### src/rtl/y86_pkg.sv
// Shared Y86-64 definitions: instruction codes, register ids, status codes
// and the destination-register selection rules used by the pipeline stages.
package y86_pkg;

  localparam logic [3:0] IHALT   = 4'h0;
  localparam logic [3:0] INOP    = 4'h1;
  localparam logic [3:0] IRRMOVQ = 4'h2;
  localparam logic [3:0] IIRMOVQ = 4'h3;
  localparam logic [3:0] IRMMOVQ = 4'h4;
  localparam logic [3:0] IMRMOVQ = 4'h5;
  localparam logic [3:0] IOPQ    = 4'h6;
  localparam logic [3:0] IJXX    = 4'h7;
  localparam logic [3:0] ICALL   = 4'h8;
  localparam logic [3:0] IRET    = 4'h9;
  localparam logic [3:0] IPUSHQ  = 4'hA;
  localparam logic [3:0] IPOPQ   = 4'hB;

  localparam logic [3:0] RNONE = 4'hF;
  localparam logic [3:0] RRSP  = 4'h4;

  typedef enum logic [2:0] {
    SAOK = 3'd1,
    SHLT = 3'd2,
    SINS = 3'd4
  } stat_t;

  // cmov (rrmovq) only writes its destination when the condition held
  function automatic logic [3:0] dst_e_sel(input logic [3:0] code,
                                           input logic       cnd,
                                           input logic [3:0] rb);
    logic [3:0] d;
    d = RNONE;
    case (code)
      IRRMOVQ:                     d = cnd ? rb : RNONE;
      IIRMOVQ, IOPQ:               d = rb;
      ICALL, IRET, IPUSHQ, IPOPQ:  d = RRSP;
      default:                     d = RNONE;
    endcase
    return d;
  endfunction

  function automatic logic [3:0] dst_m_sel(input logic [3:0] code,
                                           input logic [3:0] ra);
    return (code == IMRMOVQ || code == IPOPQ) ? ra : RNONE;
  endfunction

endpackage

### src/rtl/y86_regfile.sv
// 15-entry register file: two write ports (M beats E on the same index),
// one combinational read port, async active-low clear. RNONE never stores.
module y86_regfile
  import y86_pkg::*;
#(
  parameter int XLEN = 64
) (
  input  logic            clock,
  input  logic            reset_n,
  input  logic            we_e,
  input  logic [3:0]      dst_e,
  input  logic [XLEN-1:0] data_e,
  input  logic            we_m,
  input  logic [3:0]      dst_m,
  input  logic [XLEN-1:0] data_m,
  input  logic [3:0]      rd_addr,
  output logic [XLEN-1:0] rd_data
);

  localparam int NREGS = 15;

  logic [NREGS-1:0][XLEN-1:0] regs;

  // Index 15 has no storage, so an RNONE destination matches no entry.
  always_ff @(posedge clock or negedge reset_n) begin
    if (!reset_n) begin
      regs <= '0;
    end else begin
      for (int i = 0; i < NREGS; i++) begin
        if (we_m && dst_m == 4'(i))      regs[i] <= data_m;
        else if (we_e && dst_e == 4'(i)) regs[i] <= data_e;
      end
    end
  end

  assign rd_data = (rd_addr == RNONE) ? '0 : regs[rd_addr];

endmodule

### src/rtl/writeback_proc.sv
// SEQ write-back stage: destination selection, register file writes,
// processor status FSM and retired-instruction counter.
module writeback_proc
  import y86_pkg::*;
#(
  parameter int XLEN  = 64,
  parameter int CNT_W = 32
) (
  input  logic             clock,
  input  logic             reset_n,
  input  logic             in_valid,
  input  logic [3:0]       in_code,
  input  logic [3:0]       in_fun,
  input  logic             cnd,
  input  logic [3:0]       ra,
  input  logic [3:0]       rb,
  input  logic [XLEN-1:0]  val_e,
  input  logic [XLEN-1:0]  val_m,
  input  logic [3:0]       dbg_addr,
  output logic [XLEN-1:0]  dbg_data,
  output logic [2:0]       stat,
  output logic [CNT_W-1:0] retired
);

  stat_t      stat_q;
  logic       accept;
  logic       is_halt;
  logic       is_bad;
  logic       do_write;
  logic [3:0] dst_e;
  logic [3:0] dst_m;
  logic       unused_fun;

  // cnd already resolves the cmov variant, so ifun carries no extra meaning here
  assign unused_fun = ^in_fun;

  assign accept   = in_valid && (stat_q == SAOK);
  assign is_halt  = (in_code == IHALT);
  assign is_bad   = (in_code > IPOPQ);
  assign do_write = accept && !is_halt && !is_bad;

  assign dst_e = dst_e_sel(in_code, cnd, rb);
  assign dst_m = dst_m_sel(in_code, ra);

  y86_regfile #(.XLEN(XLEN)) u_regfile (
    .clock   (clock),
    .reset_n (reset_n),
    .we_e    (do_write),
    .dst_e   (dst_e),
    .data_e  (val_e),
    .we_m    (do_write),
    .dst_m   (dst_m),
    .data_m  (val_m),
    .rd_addr (dbg_addr),
    .rd_data (dbg_data)
  );

  // HLT and INS are sticky; only reset returns to AOK.
  always_ff @(posedge clock or negedge reset_n) begin
    if (!reset_n) begin
      stat_q  <= SAOK;
      retired <= '0;
    end else if (accept) begin
      if (is_halt) begin
        stat_q  <= SHLT;
        retired <= retired + CNT_W'(1);
      end else if (is_bad) begin
        stat_q  <= SINS;
      end else begin
        retired <= retired + CNT_W'(1);
      end
    end
  end

  assign stat = stat_q;

endmodule

### config.mk
export PLATFORM = sky130hd
export DESIGN_NAME = writeback_proc
export DESIGN_NICKNAME = d
export VERILOG_FILES = /design/src/rtl/y86_pkg.sv /design/src/rtl/y86_regfile.sv /design/src/rtl/writeback_proc.sv
export SDC_FILE = /design/constraint.sdc
export NUM_CORES = 2
export LEC_CHECK = 0
export BUFFER_PORTS_ARGS = -buffer_cell sky130_fd_sc_hd__buf_2
export CORE_ASPECT_RATIO = 2
export CORE_MARGIN = 8
export CORE_UTILIZATION = 54
export CTS_BUF_LIST = sky130_fd_sc_hd__clkbuf_8
export DETAILED_ROUTE_END_ITERATION = 6
export PLACE_DENSITY = 0.75
export RECOVER_POWER = 50
export SETUP_SLACK_MARGIN = 0.1
export SYNTH_ARGS = -nofsm -noshare
export SYNTH_HDL_FRONTEND = slang
export SYNTH_SLANG_ARGS = --single-unit
### constraint.sdc
create_clock -name clock -period 3.01 [get_ports clock]
set_input_delay 0.301 -clock clock [delete_from_list [all_inputs] [get_ports clock]]
set_output_delay 0.301 -clock clock [all_outputs]
set_load 0.02 [all_outputs]
==> flow_summary.ini <==
[timing]
setup_ws_ps = 135.3
finalClockSkew_ps = 25.61
fin_setup_tns_ps = 0
worst_pin_slew_ps = 2509
setup_viol = 0
period_minus_slack_ps = 2875
slew_headroom_pct = -67.28
maxSlewViolCount = 57
finalHoldViolCount = 0
finalCritPeriodShare_pct = 95.50
fmax_mhz = 347.9
rsz0062_at_grt = false

[synth]
synth.largest_area_cell = dfrtp_1
synthCells = 6072
synth_top_area_share_pct = 45.46
synth_area_per_cell_um2 = 9.012
synthTopCellsByArea = dfrtp_1 (45%), a31oi_1 (8.8%), mux4_2 (8.5%), o21ai_0 (5.8%), nor2_1 (5.4%)
synth-warning-count = 0
ys_types = 66
synth_seq_cells = 995
synth_area_um2 = 54720
async_flop_share_pct = 100.0
synth_edf_count = 0
synth_top_flop_cell = dfrtp_1
yosysSeqAreaShare_pct = 45.50
syn_nets = 6225

[worst_setup_path]
reg2reg_depth = 7
startpoint_type = register
r2r_slack_ps = 170
r2r_start = stat[0]
arrival_ps = 2570
worst-setup-path-type = register to output port
worst_r2r_endpoint = u_regfile.regs[106]
end_kind = output port
startpoint = u_regfile.regs[637]
crit_end = dbg_data[61]
cp_data_required_time_ps = 2710
crit_path_max_fanout = 2

[routing]
wl_per_cell_um = 29.36
vias_per_cell = 7.320
totalWireLength_um = 220900
drtAntennaViolNets = 0
drc = 10
drtPass1Iterations = 7
drt-initial-drc-count = 8658
vias = 55087

[clock_network]
clk_pin_slew_ps = 70
cts_tree = done
clock_path_buffers = 3
cts_sinks = 995
ctsResizeCount = 0
h-tree-depth = 4
numCtsBuffers = 146
postCtsSetupRepairBufs = 0
root_buffer = clkbuf_8
insertion_delay_ps = 880

[global_routing]
grt-ovfl-total = 0
grt_pass1_vias = 54086
grt_pass1_wl_um = 331700
grt_max_degree = 129
antenna_found_initial = 26
grt_usage_pct = 38.66

[power]
vdd_drop_max_mv = 0.4049
powerDensity_nw_per_um2 = 433.7
leakage_nw = 26.78

[placement]
place_hpwl_um = 120600
place_inst = 7124
io_buffers = 246
pre_cts_ws_ps = 154.6
gp_congestion = 0.8732

[floorplanning]
io_pins = 251
initial_utilization_pct = 54.31
die_y_um = 466.2
dieArea_um2 = 112400
rows = 165
core-area_um2 = 100700
die_w_um = 241.1

[run]
max_cap_viol_count = 1

[cells_and_area]
layout.nets = 6221
layout-drive-gt1-share_pct = 15.25
fin_util_pct = 61.73
finalNonFillerCells = 7526
area_growth_pct = 13.65

[status]
outcome = complete, but fails checks
violations = DRC, capacitance limit, slew limit

[worst_hold_path]
hold_class = input port to register
repair_timing:
item | in CTS | in global routing
endpoints found under the hold margin | 1488 | 0
hold buffers | 132 | 0
setup endpoints to repair | 0 | 0
report_power, final:
group / internal, W / total [W] / switching, W
clock network: 0.00552 / 0.0111 / 0.00563
registers: 0.0134 / 0.0134 / 0
logic: 0.000610 / 0.00246 / 0.00185
cells in the final DEF, fill, tap and decap left out, types with 18 or more instances in the layout:
cell type | netlist | routed
mux2i_1 | 242 | 242
mux4_2 | 206 | 206
nand4_1 | 84 | 84
clkbuf_1 | 606 | 42
nand3_1 | 471 | 458
o221a_1 | 64 | 64
buf_4 | 17 | 76
dfrtp_1 | 994 | 994
nand2_1 | 720 | 717
o22ai_1 | 50 | 50
dlygate4sd3_1 | 0 | 132
xnor2_1 | 25 | 25
buf_2 | 65 | 205
o21ai_0 | 630 | 630
buf_12 | 0 | 116
o211ai_1 | 50 | 50
clkbuf_8 | 0 | 179
diode_2 | 0 | 18
inv_1 | 8 | 56
nor2_1 | 781 | 779
or2_2 | 64 | 64
o21ai_1 | 76 | 75
a31oi_1 | 769 | 769
cells in the mapped netlist, types with 4 or more instances:
master / count
a21o_1: 4
inv_1: 8
mux4_2: 206
and4_1: 9
dfrtp_1: 994
clkbuf_1: 606
buf_2: 65
or2_2: 64
nand3_1: 471
o21ai_1: 76
and3_1: 8
o22ai_1: 50
o221a_1: 64
xnor2_1: 25
buf_6: 6
nor4_1: 4
nor2b_1: 5
and2_1: 6
nand2_1: 720
xor2_1: 6
a31oi_1: 769
o211ai_1: 50
o21ai_0: 630
nand4_1: 84
nor3_1: 8
nand2b_1: 4
mux2i_1: 242
buf_1: 43
nor4_4: 4
nor2_1: 781
buf_4: 17
area by class of cell:
class	instances	area, µm²
repair buffers	585	5505
clock buffers	178	2450
clock inverters	74	400.4
well taps	1336	1672
multi-input cells	4332	27190
inverters	8	30.03
fillers	8252	38560
flip-flops and latches	995	24900
diodes	18	45.04
registers in the layout (all words and copies together), names as in the netlist:
name / cells
u_regfile.regs: 960
retired: 32
stat: 3
routing by layer:
metal  wire, µm  share of wire [%]  GRT usage, %  up-vias
met5        126              0.057             0        -
met4      17200                7.8         26.36       18
met3      32890                 15         12.98     1393
met2      97630                 44         56.88     5342
met1      73080                 33         47.74    26360
li1           -                  -             -    21974
stage by stage:
step	cell area [µm²]	hold WS, ps	total power (W)
finish	62190	168.1	0.02697
global route	62180	152.4	0.02754
CTS	62250	41.55	0.02686
detailed placement	58080	351.3	0.01581
global placement	58080	368.6	0.01580
floorplan	54720	5.409	0.01456
cells by family (layout without fill, tap and decap cells):
family | after synthesis | count (layout) | synth area share (%)
and+or+nand+nor | 2184 | 2184 | 17.28
muxes | 449 | 449 | 12.93
other | 0 | 18 | 0
buffers and inverters | 745 | 845 | 5.458
DFF | 995 | 995 | 45.50
AOI/OAI and AO/OA | 1667 | 1667 | 18.31
xor gates and xnor gates | 31 | 31 | 0.4962
adders and majority gates | 1 | 1 | 0.02286
worst max-delay path, stage by stage (launching register included):
cell	delay [ps]
dfrtp_1	390
mux4_2	490
o21ai_0	310
o22ai_1	270
buf_2	240
worst min-delay path by stage:
stage / slack [ps] / end / startpoint / cells after the start
after floorplan: 5 / retired[0] / reset_n / 0
after global placement: 370 / u_regfile.regs[385] / reset_n / 1
after detailed placement: 350 / u_regfile.regs[385] / reset_n / 1
after CTS: 40 / u_regfile.regs[447] / reset_n / 2
after global routing: 150 / u_regfile.regs[868] / ra[0] / 5
final: 170 / u_regfile.regs[864] / ra[0] / 5
Power figures use the tool's default switching activity.
